**src/rtl/regfile_wb_arbiter_if.sv**
```systemverilog
// Writeback request/grant bundle for the register-file write arbiter.
// Two requesters in, one register-file write port and contention count out.
interface regfile_wb_arbiter_if;
  logic        req0_valid;
  logic [4:0]  req0_addr;
  logic [31:0] req0_data;
  logic        req0_ready;
  logic        req1_valid;
  logic [4:0]  req1_addr;
  logic [31:0] req1_data;
  logic        req1_ready;
  logic        wr_en;
  logic [4:0]  wr_addr;
  logic [31:0] wr_data;
  logic [15:0] conflict_cnt;

  modport master (
    output req0_valid, req0_addr, req0_data,
    output req1_valid, req1_addr, req1_data,
    input  req0_ready, req1_ready,
    input  wr_en, wr_addr, wr_data, conflict_cnt
  );

  modport slave (
    input  req0_valid, req0_addr, req0_data,
    input  req1_valid, req1_addr, req1_data,
    output req0_ready, req1_ready,
    output wr_en, wr_addr, wr_data, conflict_cnt
  );
endinterface

```
**src/rtl/regfile_wb_arbiter.sv**
```systemverilog
// ALU/load writeback arbiter into a single register-file write port.
// WB_RR_EN selects round-robin; otherwise the load requester always wins.
module regfile_wb_arbiter (
  input  logic                 clk,
  input  logic                 rst,
  regfile_wb_arbiter_if.slave  bus
);
  logic        both;
  logic        g0;
  logic        g1;
  logic        acc;
  logic [4:0]  sel_addr;
  logic [31:0] sel_data;

  assign both = bus.req0_valid & bus.req1_valid;

`ifdef WB_RR_EN
  logic last_grant;

  // last_grant high means requester 1 won the previous transfer
  always_ff @(posedge clk or posedge rst) begin
    if (rst)     last_grant <= 1'b1;
    else if (g0) last_grant <= 1'b0;
    else if (g1) last_grant <= 1'b1;
  end

  assign g0 = !rst & bus.req0_valid
            & (!bus.req1_valid | last_grant);
`else
  assign g0 = !rst & bus.req0_valid & !bus.req1_valid;
`endif

  assign g1  = !rst & bus.req1_valid & !g0;
  assign acc = g0 | g1;

  assign bus.req0_ready = g0;
  assign bus.req1_ready = g1;

  always_comb begin
    sel_addr = bus.req1_addr;
    sel_data = bus.req1_data;
    unique case (1'b1)
      g0: begin
        sel_addr = bus.req0_addr;
        sel_data = bus.req0_data;
      end
      default: ;
    endcase
  end

  // x0 writes are consumed but never enabled
  always_ff @(posedge clk or posedge rst) begin
    if (rst) begin
      bus.wr_en   <= 1'b0;
      bus.wr_addr <= 5'd0;
      bus.wr_data <= 32'h0;
    end else begin
      bus.wr_en <= acc & (sel_addr != 5'd0);
      if (acc) begin
        bus.wr_addr <= sel_addr;
        bus.wr_data <= sel_data;
      end
    end
  end

  always_ff @(posedge clk or posedge rst) begin
    if (rst)
      bus.conflict_cnt <= 16'h0;
    else if (both && bus.conflict_cnt != 16'hFFFF)
      bus.conflict_cnt <= bus.conflict_cnt + 16'd1;
  end
endmodule

```
**src/flat_wrapper.sv**
```systemverilog
// flat-port wrapper written by rule: the top's interface ports become plain ports
module regfile_wb_arbiter_flat 
  (clk, rst, bus_req0_valid, bus_req0_addr, bus_req0_data, bus_req1_valid, bus_req1_addr, bus_req1_data, bus_req0_ready, bus_req1_ready, bus_wr_en, bus_wr_addr, bus_wr_data, bus_conflict_cnt);
  regfile_wb_arbiter_if bus_i ();
  input  logic clk;
  input  logic rst;
  input wire logic [$bits(bus_i.req0_valid)-1:0] bus_req0_valid;
  input wire logic [$bits(bus_i.req0_addr)-1:0] bus_req0_addr;
  input wire logic [$bits(bus_i.req0_data)-1:0] bus_req0_data;
  input wire logic [$bits(bus_i.req1_valid)-1:0] bus_req1_valid;
  input wire logic [$bits(bus_i.req1_addr)-1:0] bus_req1_addr;
  input wire logic [$bits(bus_i.req1_data)-1:0] bus_req1_data;
  output wire logic [$bits(bus_i.req0_ready)-1:0] bus_req0_ready;
  output wire logic [$bits(bus_i.req1_ready)-1:0] bus_req1_ready;
  output wire logic [$bits(bus_i.wr_en)-1:0] bus_wr_en;
  output wire logic [$bits(bus_i.wr_addr)-1:0] bus_wr_addr;
  output wire logic [$bits(bus_i.wr_data)-1:0] bus_wr_data;
  output wire logic [$bits(bus_i.conflict_cnt)-1:0] bus_conflict_cnt;
  assign bus_i.req0_valid = bus_req0_valid;
  assign bus_i.req0_addr = bus_req0_addr;
  assign bus_i.req0_data = bus_req0_data;
  assign bus_i.req1_valid = bus_req1_valid;
  assign bus_i.req1_addr = bus_req1_addr;
  assign bus_i.req1_data = bus_req1_data;
  assign bus_req0_ready = bus_i.req0_ready;
  assign bus_req1_ready = bus_i.req1_ready;
  assign bus_wr_en = bus_i.wr_en;
  assign bus_wr_addr = bus_i.wr_addr;
  assign bus_wr_data = bus_i.wr_data;
  assign bus_conflict_cnt = bus_i.conflict_cnt;
  regfile_wb_arbiter u_core (.clk(clk), .rst(rst), .bus(bus_i));
endmodule
```
**config.mk**
```make
export PLATFORM = sky130hd
export DESIGN_NAME = regfile_wb_arbiter_flat
export DESIGN_NICKNAME = d
export VERILOG_FILES = /design/src/rtl/regfile_wb_arbiter_if.sv /design/src/rtl/regfile_wb_arbiter.sv /design/src/flat_wrapper.sv
export SDC_FILE = /design/constraint.sdc
export NUM_CORES = 1
export LEC_CHECK = 0
export ABC_AREA = 1
export CORE_UTILIZATION = 25
export CTS_CLUSTER_SIZE = 24
export DETAILED_ROUTE_END_ITERATION = 16
export GPL_TIMING_DRIVEN = 0
export PLACE_DENSITY_LB_ADDON = 0.25
export RECOVER_POWER = 50
export SYNTH_ARGS = -nofsm -noshare
export SYNTH_HDL_FRONTEND = slang
export SYNTH_SLANG_ARGS = --single-unit
```
**constraint.sdc**
```tcl
create_clock -name clk -period 2.6 [get_ports clk]
set_clock_uncertainty 0.2 [all_clocks]
set_input_delay 0.39 -clock clk [delete_from_list [all_inputs] [get_ports clk]]
set_output_delay 0.39 -clock clk [all_outputs]
set_load 0.005 [all_outputs]
```
==> flow_summary.yaml, run 1 <==
status:
  outcome: "completed"
logic_synthesis:
  ys_ff_latch: 54
  yosysWarnings: 0
  synth_cell_types: 25
  avgSynthCellArea_um2: 8.06
  syn_inst: 331
  syn_area_um2: 2670
  seq_area_frac_synth_pct: 50.7
  syn-num-nets: 410
critical_path:
  crit_required_ns: 2.01
  crit_type: "input pin to output port"
  cp-start-kind: "input pin"
  worstReg2RegEnd: "u_core.bus.conflict_cnt[0]"
  cp.buffers_inverters: 4
  path_cells: "clkdlybuf4s50_1, inv_1, nand3_4, clkinvlp_4, clkdlybuf4s50_1"
  rr_worst_depth: 10
  crit_path_frequent_cell: "clkdlybuf4s50_1"
  r2r-start: "u_core.bus.conflict_cnt[0]"
  cp_slowest_cell: "clkdlybuf4s50_1"
  critPathLaunch: "bus_req1_valid"
  crit_family: "buffers and inverters"
  cp.arrival_ns: 1.88
  max_stage_delay_ns: 0.53
  r2r_slack_ns: 0.46
  path_max_fanout: 11
  end_kind: "output port"
clocking:
  holdBufCountCts: 0
  cts_sinks: 54
  cts_tree: "built"
  cts_root_buf: "clkbuf_8"
  clk_path_buf_depth: 2
  cts_inserted_buffers: 5
  ctsHtreeMaxLevel: 2
  cts.clk_slew.worst_paths_ns: 0.10
  clk_latency_ns: 0.30
die:
  die_x_um: 105
  die_height_um: 105
  dieArea_um2: 11100
  core_area_um2: 10300
  start_util_pct: 25.8
  rows: 37
  ios: 134
routing:
  drc: 0
  firstDrtPassIters: 4
  ant_nets: 0
  routedWlPerCell_um: 12.6
  vias_per_cell: 4.32
  wl_mm: 7.70
  vias: 2637
  dr.first_iter.drc_count: 91
pwr:
  p_seq_share_pct: 49.0
  sw_frac_of_total_pct: 28.5
  p_int_mw: 1.51
  pwr-share-comb_pct: 27.5
  p_per_area_nw_per_um2: 491
  leakagePower_nw: 1.95
  net-switching-power_mw: 0.601
  peakVddDrop_mv: 0.235
  clock_power_share_pct: 23.5
timing:
  final_max_slew_viol_count: 0
  setup_violations: 0
  fin_crit_sh_pct: 95.1
  fin_tns_setup_ns: 0
  hold_violations: 0
  rsz0062_at_grt: "false"
  tightest_slew_ns: 1.31
  max_freq_mhz: 405
  relSlewSlack_pct: 12.2
  post-route-min-period_ns: 2.47
final_layout:
  layout_commonest_cell: "nand2_1"
  final_area_um2: 4290
  area_growth_pct: 61.0
  nNetsFinal: 552
  drive_above_1_share_pct: 4.64
  num_antenna_cells: 0
  layout_common_cells: "nand2_1, clkdlybuf4s50_1, dfrtp_1"
global_routing:
  grtUsageTotal_pct: 14.8
  grt_max_degree: 30
  grt_pass1_vias: 2728
  grt_pass1_wl_mm: 12.9
  overflow: 0
  antenna_found_initial: 0
hold_path:
  min_path_type: "input pin to asynchronous set/reset pin"
placed_design:
  gp_congestion: 0.759
  place_area_um2: 4170
  place_hpwl_mm: 5.65
  port_buffers: 133
run:
  max-cap-violations: 0
[power by group through the flow]
stage	clock [mW]	sequential (mW)	combinational [mW]
after floorplan	0	1.05	0.186
after global placement	0	1.05	0.597
after detailed placement	0	1.05	0.598
after CTS	0.521	1.04	0.613
after global routing	0.555	1.05	0.646
final	0.495	1.03	0.579
[metal layers]
metal | vias up | global-route usage [%] | wire (um)
li1 | 1352 | - | -
met1 | 1184 | 17.4 | 3320
met2 | 92 | 25.7 | 3610
met3 | 9 | 5.50 | 651
met4 | 0 | 3.32 | 118
met5 | - | 0 | 0
[sequential cells by signal, indices dropped and copies added, names as in the netlist]
name                     cells
u_core.bus.wr_addr           5
u_core.bus.conflict_cnt     16
u_core.bus.wr_data          32
u_core.bus.wr_en             1
[layout make-up]
type                    instances  area, um^2
fillers                      1041        6030
multi-input cells             237        1130
clock buffers                   5        68.8
clock inverters                 3        22.5
plain buffers                   9        50.0
flip-flops and latches         54        1350
repair buffers                135        1340
well taps                     136         170
inverters                      29         148
repair inverters                2        10.0
[synth_stat cells]
cell	n	area, um^2
buf_12	1	20.0
clkinv_4	1	8.76
nand3_1	9	45.0
o21bai_1	1	7.51
nand3b_1	2	15.0
nand2_4	2	22.5
xor2_1	1	8.76
a22oi_1	32	240
nor2_4	1	11.3
nand2_1	142	533
nand3_2	1	10.0
o21ai_1	1	5.00
o21ai_0	14	70.1
nor2_1	15	56.3
inv_1	25	93.8
clkbuf_1	3	11.3
buf_2	2	10.0
nor2_2	2	12.5
dfrtp_1	54	1350
ha_1	1	12.5
inv_2	3	11.3
buf_1	5	18.8
nand4_1	8	50.1
xnor2_1	4	35.0
nand2_2	1	6.26
[stage by stage]
| step | hold slack [ns] | std cells | utilization, % | power (mW) | setup slack (ns) |
|---|---|---|---|---|---|
| 2_1_floorplan | 0.273 | 331 | - | 1.24 | 0.277 |
| 3_3_place_gp | 0.261 | 600 | 40.4 | 1.64 | -1.35 |
| 3_5_place_dp | 0.265 | 600 | 40.4 | 1.64 | -1.37 |
| 4_1_cts | 0.0206 | 611 | 41.9 | 2.17 | 0.00315 |
| 5_1_grt | 0.0221 | 610 | 41.6 | 2.25 | 0.0251 |
| 6_report | 0.0207 | 610 | 41.6 | 2.11 | 0.128 |
[worst register-to-register path, cell delays in order, from the launching register on]
cell and delay (ns):
dfrtp_1 0.43, ha_1 0.24, nand3_1 0.15, inv_1 0.11
nand2_1 0.11, inv_2 0.03, nand2_1 0.17, nand2_1 0.26
buf_12 0.23, nand2_1 0.06, nand2_1 0.05
[how the worst max path moves through the flow]
stage	endpoint	cells past startpoint
finish	bus_req0_ready	5
global route	bus_req0_ready	5
CTS	bus_req0_ready	6
detailed placement	bus_req0_ready	6
global placement	bus_req0_ready	6
floorplan	bus_req0_ready	4
[timing repair]
item                       4_1_cts  5_1_grt
setup endpoints to repair       40        1
cloned                           2        0
resized for setup               12        0
buffers inserted                 2        0
[kinds of logic after synthesis]
group / share of synthesized area (%)
flops: 50.7
buf+inv: 6.52
xor+xnor: 1.64
simple gates: 28.6
compound gates: 12.1
fa+ha+maj: 0.469
Power figures use the tool's default switching activity.
==> run 2, diff against run 1 <==
==> constraint.sdc (replaced) <==
create_clock -name clk -period 3.2 [get_ports clk]
set_clock_uncertainty 0.2 [all_clocks]
set_input_delay 0.48 -clock clk [delete_from_list [all_inputs] [get_ports clk]]
set_output_delay 0.48 -clock clk [all_outputs]
set_load 0.005 [all_outputs]
==> run 2 against run 1 <==
Sequential power is 19% lower; via count is 0.76% lower; die area stayed put; first-iteration DRC count is 3.3% higher; clock power is 19% lower; core utilization is 0.097 points lower; combinational power is 19% lower; cell area is 0.23% lower; critical path depth is 1 higher; global-route usage is 0.56 points lower; highest routed layer unchanged.
==> flow_summary.yaml, run 2 (same netlist as run 1, synthesis figures left out) <==
critical_path:
  cp-start-kind: "input pin"
  end_kind: "output port"
  path_cells: "clkdlybuf4s50_1, inv_1, nand3_4, clkinvlp_4, buf_2, clkdlybuf4s50_1"
  crit_family: "buffers and inverters"
  crit_path_frequent_cell: "clkdlybuf4s50_1"
  cp.arrival_ns: 2.12
  r2r-start: "u_core.bus.conflict_cnt[0]"
  crit_required_ns: 2.52
  crit_type: "input pin to output port"
  critPathLaunch: "bus_req1_valid"
  cp.buffers_inverters: 5
  cp_slowest_cell: "clkdlybuf4s50_1"
  max_stage_delay_ns: 0.53
  path_max_fanout: 10
clocking:
  cts_root_buf: "clkbuf_8"
  clk_latency_ns: 0.30
  cts_sinks: 54
  cts.clk_slew.worst_paths_ns: 0.10
  cts_inserted_buffers: 5
  cts_setup_buffers: 0
  clk_path_buf_depth: 2
  cts_tree: "built"
  holdBufCountCts: 0
  ctsHtreeMaxLevel: 2
routing:
  vias_per_cell: 4.30
  vias: 2617
  firstDrtPassIters: 4
  dr.first_iter.drc_count: 94
  drc: 0
  routedWlPerCell_um: 12.5
  ant_nets: 0
  wl_mm: 7.60
final_layout:
  area_growth_pct: 60.6
  reg_top3: "u_core.bus.wr_data (32), u_core.bus.conflict_cnt (16), u_core.bus.wr_addr (5)"
  drive_above_1_share_pct: 4.23
  largest_reg_flops: 32
  layout_commonest_cell: "nand2_1"
  layout_common_cells: "nand2_1, clkdlybuf4s50_1, dfrtp_1"
  num_antenna_cells: 0
  final_area_um2: 4280
  fillers: 1047
  regMostFlops: "u_core.bus.wr_data"
  nNetsFinal: 551
global_routing:
  antenna_found_initial: 0
  grt_pass1_vias: 2677
  grt_pass1_wl_mm: 12.5
  grtUsageTotal_pct: 14.3
  overflow: 0
  grt_max_degree: 60
die:
  die_x_um: 105
  die_height_um: 105
  rows: 37
  core_area_um2: 10300
  ios: 134
  dieArea_um2: 11100
  start_util_pct: 25.8
placed_design:
  gp_congestion: 0.759
  place_area_um2: 4170
  place_hpwl_mm: 5.65
  port_buffers: 133
run:
  max-cap-violations: 0
status:
  outcome: "completed"
timing:
  max_freq_mhz: 357
  hold_violations: 0
  hold_ws_ns: 0.108
  final_max_slew_viol_count: 0
  relSlewSlack_pct: 11.3
  rsz0062_at_grt: "false"
  tightest_slew_ns: 1.32
  fin_crit_sh_pct: 87.6
  setup_violations: 0
  post-route-min-period_ns: 2.80
pwr:
  peakVddDrop_mv: 0.192
  p_per_area_nw_per_um2: 399
  leakagePower_nw: 1.94
hold_path:
  min_path_type: "input pin to asynchronous set/reset pin"
[run 2: changes by cell type in the layout (fill, tap and decap cells not counted), sizes merged]
cell / change
clkinv: +1
buf: -1
inv: -1
[run 2: cell type report]
class / count / area (um^2) / share of cell area [%]
plain buffers: 10 / 55.1 / 1.29
clock inverters: 3 / 22.5 / 0.526
multi-input cells: 237 / 1130 / 26.4
inverters: 29 / 148 / 3.45
well taps: 136 / 170 / 3.97
flip-flops and latches: 54 / 1350 / 31.6
clock buffers: 5 / 68.8 / 1.61
repair buffers: 133 / 1330 / 30.9
repair inverters: 2 / 10.0 / 0.234
[run 2: path summary, 6_finish.rpt]
check	slack, ns	endpoint	depth (start not counted)
worst min register to register	0.28	u_core.bus.wr_data[4]	2
worst max register to register	1.01	u_core.bus.conflict_cnt[0]	10
worst max-delay path	0.40	bus_req0_ready	6
max in group asynchronous	1.78	u_core.bus.conflict_cnt[1]	2
worst min-delay path	0.11	u_core.bus.wr_data[7]	2
min in group clk	0.28	u_core.bus.wr_data[4]	2
[run 2: where the power goes]
part / internal (mW) / switching (mW)
clock: 0.159 / 0.243
combinational: 0.291 / 0.177
sequential: 0.772 / 0.0670
total: 1.22 / 0.487
[run 2: repair_timing]
action | CTS | global route
gates cloned | 0 | 2
setup endpoints to repair | 7 | 2
gates resized for setup | 7 | 2
[run 2: metrics by stage]
| step | TNS [ns] | cells | total power, mW | utilization [%] | setup WS [ns] |
|---|---|---|---|---|---|
| after detailed placement | -10.26 | 600 | 1.34 | 40.4 | -0.953 |
| after floorplan | 0 | 331 | 1.00 | - | 0.697 |
| after global placement | -9.23 | 600 | 1.34 | 40.4 | -0.929 |
| after CTS | 0 | 607 | 1.76 | 41.6 | 0.0154 |
| final | 0 | 609 | 1.71 | 41.5 | 0.397 |
| after global routing | 0 | 609 | 1.83 | 41.5 | 0.276 |
[run 2: worst reg2reg max path, stage by stage, from the launching register on]
cell and delay, ns:
dfrtp_1 0.43, ha_1 0.24, nand3_1 0.15, inv_1 0.11, nand2_1 0.10, clkinv_1 0.06, nand2_1 0.18, nand2_1 0.27
buf_12 0.23, nand2_1 0.06, nand2_1 0.05
[run 2: layer usage]
layer | vias to the layer above | routed length (um) | track usage [%]
li1 | 1353 | - | -
met1 | 1165 | 3270 | 16.9
met2 | 90 | 3540 | 24.1
met3 | 9 | 665 | 5.69
met4 | 0 | 118 | 3.32
met5 | - | 0 | 0
==> run 3, diff against run 2 <==
--- a/config.mk
+++ b/config.mk
@@ -6,6 +6,7 @@
 export NUM_CORES = 1
 export LEC_CHECK = 0
 export ABC_AREA = 1
+export CORE_MARGIN = 2
 export CORE_UTILIZATION = 25
 export CTS_CLUSTER_SIZE = 24
 export DETAILED_ROUTE_END_ITERATION = 16
==> constraint.sdc (replaced) <==
create_clock -name clk -period 3.2 [get_ports clk]
set_clock_uncertainty 0.2 [all_clocks]
set_input_delay 0.64 -clock clk [delete_from_list [all_inputs] [get_ports clk]]
set_output_delay 0.64 -clock clk [all_outputs]
set_load 0.005 [all_outputs]
==> run 3 against run 2 <==
Flip-flop and latch count unchanged; worst hold slack gained 0.13 ns; register-to-register slack worse by 0.15 ns; die area up 3.8%; combinational power about the same; cell area decreased by 0.50%; critical path depth down 1; fmax down 7.0%; critical path type unchanged; critical endpoint unchanged; largest power group unchanged.
==> flow_summary.yaml, run 3 (same netlist as run 1, synthesis figures left out) <==
status:
  outcome: "completed"
final_layout:
  regMostFlops: "u_core.bus.wr_data"
  num_antenna_cells: 0
  final_area_um2: 4260
  layout_commonest_cell: "nand2_1"
  drive_above_1_share_pct: 4.24
  nNetsFinal: 550
  layout_common_cells: "nand2_1, clkdlybuf4s50_1, dfrtp_1"
  largest_reg_flops: 32
  fillers: 1057
  reg_top3: "u_core.bus.wr_data (32), u_core.bus.conflict_cnt (16), u_core.bus.wr_addr (5)"
  area_growth_pct: 59.8
timing:
  rsz0062_at_grt: "false"
  fin_tns_setup_ns: 0
  post-route-min-period_ns: 3.01
  setup_violations: 0
  fin_crit_sh_pct: 94.2
  tightest_slew_ns: 1.37
  max_freq_mhz: 332
  relSlewSlack_pct: 8.40
  final_max_slew_viol_count: 0
  hold_violations: 0
clocking:
  ctsHtreeMaxLevel: 2
  cts_inserted_buffers: 5
  clk_latency_ns: 0.32
  cts_sinks: 54
  cts_root_buf: "clkbuf_8"
  cts.clk_slew.worst_paths_ns: 0.09
  holdBufCountCts: 0
  clk_path_buf_depth: 2
  cts_tree: "built"
global_routing:
  grt_max_degree: 30
  grtUsageTotal_pct: 14.0
  antenna_found_initial: 0
  grt_pass1_wl_mm: 12.6
  overflow: 0
  grt_pass1_vias: 2627
die:
  die_x_um: 107
  dieArea_um2: 11500
  start_util_pct: 25.8
  ios: 134
  core_area_um2: 10300
  rows: 37
  die_height_um: 107
routing:
  vias_per_cell: 4.38
  wl_mm: 7.95
  vias: 2661
  ant_nets: 0
  dr.first_iter.drc_count: 63
  firstDrtPassIters: 4
  drc: 0
  routedWlPerCell_um: 13.1
critical_path:
  end_kind: "output port"
  critPathLaunch: "bus_req1_valid"
  cp-start-kind: "input pin"
  crit_type: "input pin to output port"
  r2r-start: "u_core.bus.conflict_cnt[0]"
  r2r_slack_ns: 0.86
  crit_required_ns: 2.36
  path_max_fanout: 15
  cp.arrival_ns: 2.17
placed_design:
  place_hpwl_mm: 6.02
  port_buffers: 133
  gp_congestion: 0.804
  place_area_um2: 4170
pwr:
  peakVddDrop_mv: 0.154
  leakagePower_nw: 1.93
  p_per_area_nw_per_um2: 405
run:
  max-cap-violations: 0
hold_path:
  min_path_type: "input pin to asynchronous set/reset pin"
==> run 3: cell count changes in the layout (fill, tap and decap cells not counted), sizes merged <==
| cell | previous run | this run |
|---|---|---|
| buf | 6 | 5 |
| clkbuf | 10 | 11 |
| clkdlybuf4s50 | 111 | 114 |
| clkinv | 3 | 2 |
| dlygate4sd3 | 21 | 18 |
==> run 3: critical path: stages <==
cell	delay, ns
clkdlybuf4s50_1	0.47
inv_1	0.09
nand3_2	0.20
inv_4	0.23
clkdlybuf4s50_1	0.54
==> run 3: metal layers <==
layer,track usage (%),up-vias,share of wire (%)
met5,0,-,0
met4,3.80,0,0.93
met3,5.02,8,8.9
met2,24.1,101,48
met1,16.6,1199,42
li1,-,1353,-
==> run 3: worst paths after layout <==
| kind | end | depth (start not counted) |
|---|---|---|
| hold reg to reg | u_core.bus.wr_data[3] | 2 |
| min in group clk | u_core.bus.wr_data[3] | 2 |
| setup / recovery | bus_req0_ready | 5 |
| hold / removal | u_core.bus.wr_data[8] | 2 |
| setup reg to reg | u_core.bus.conflict_cnt[11] | 10 |
| max in group asynchronous | u_core.bus.wr_data[20] | 2 |
==> run 3: what timing repair did <==
| item | CTS | global route |
|---|---|---|
| gates resized for setup | 9 | 2 |
| setup buffers | 0 | 0 |
| setup endpoints to repair | 32 | 2 |
| gates cloned | 2 | 0 |
==> run 3: report_power, final <==
part           internal (mW)  switching [mW]
combinational          0.291           0.178
sequential             0.772          0.0663
clock                  0.179           0.239
==> run 3: per-stage QoR <==
step	util [%]	hold slack (ns)	power [mW]	setup WS, ns	std cells
after global routing	41.3	0.254	1.83	0.0800	608
after CTS	41.7	0.293	1.78	-0.0279	608
final	41.3	0.240	1.73	0.185	608
after detailed placement	40.4	0.265	1.34	-1.28	600
after global placement	40.4	0.261	1.33	-1.26	600
after floorplan	-	0.273	1.00	0.377	331
==> run 3: area by class of cell <==
cell class | count | area, um^2 | share of cell area [%]
repair inverters | 2 | 10.0 | 0.235
plain buffers | 9 | 35.0 | 0.822
flip-flops and latches | 54 | 1350 | 31.7
multi-input cells | 237 | 1120 | 26.4
repair buffers | 133 | 1330 | 31.1
inverters | 29 | 146 | 3.44
clock inverters | 2 | 16.3 | 0.382
well taps | 136 | 170 | 3.99
clock buffers | 6 | 82.6 | 1.94
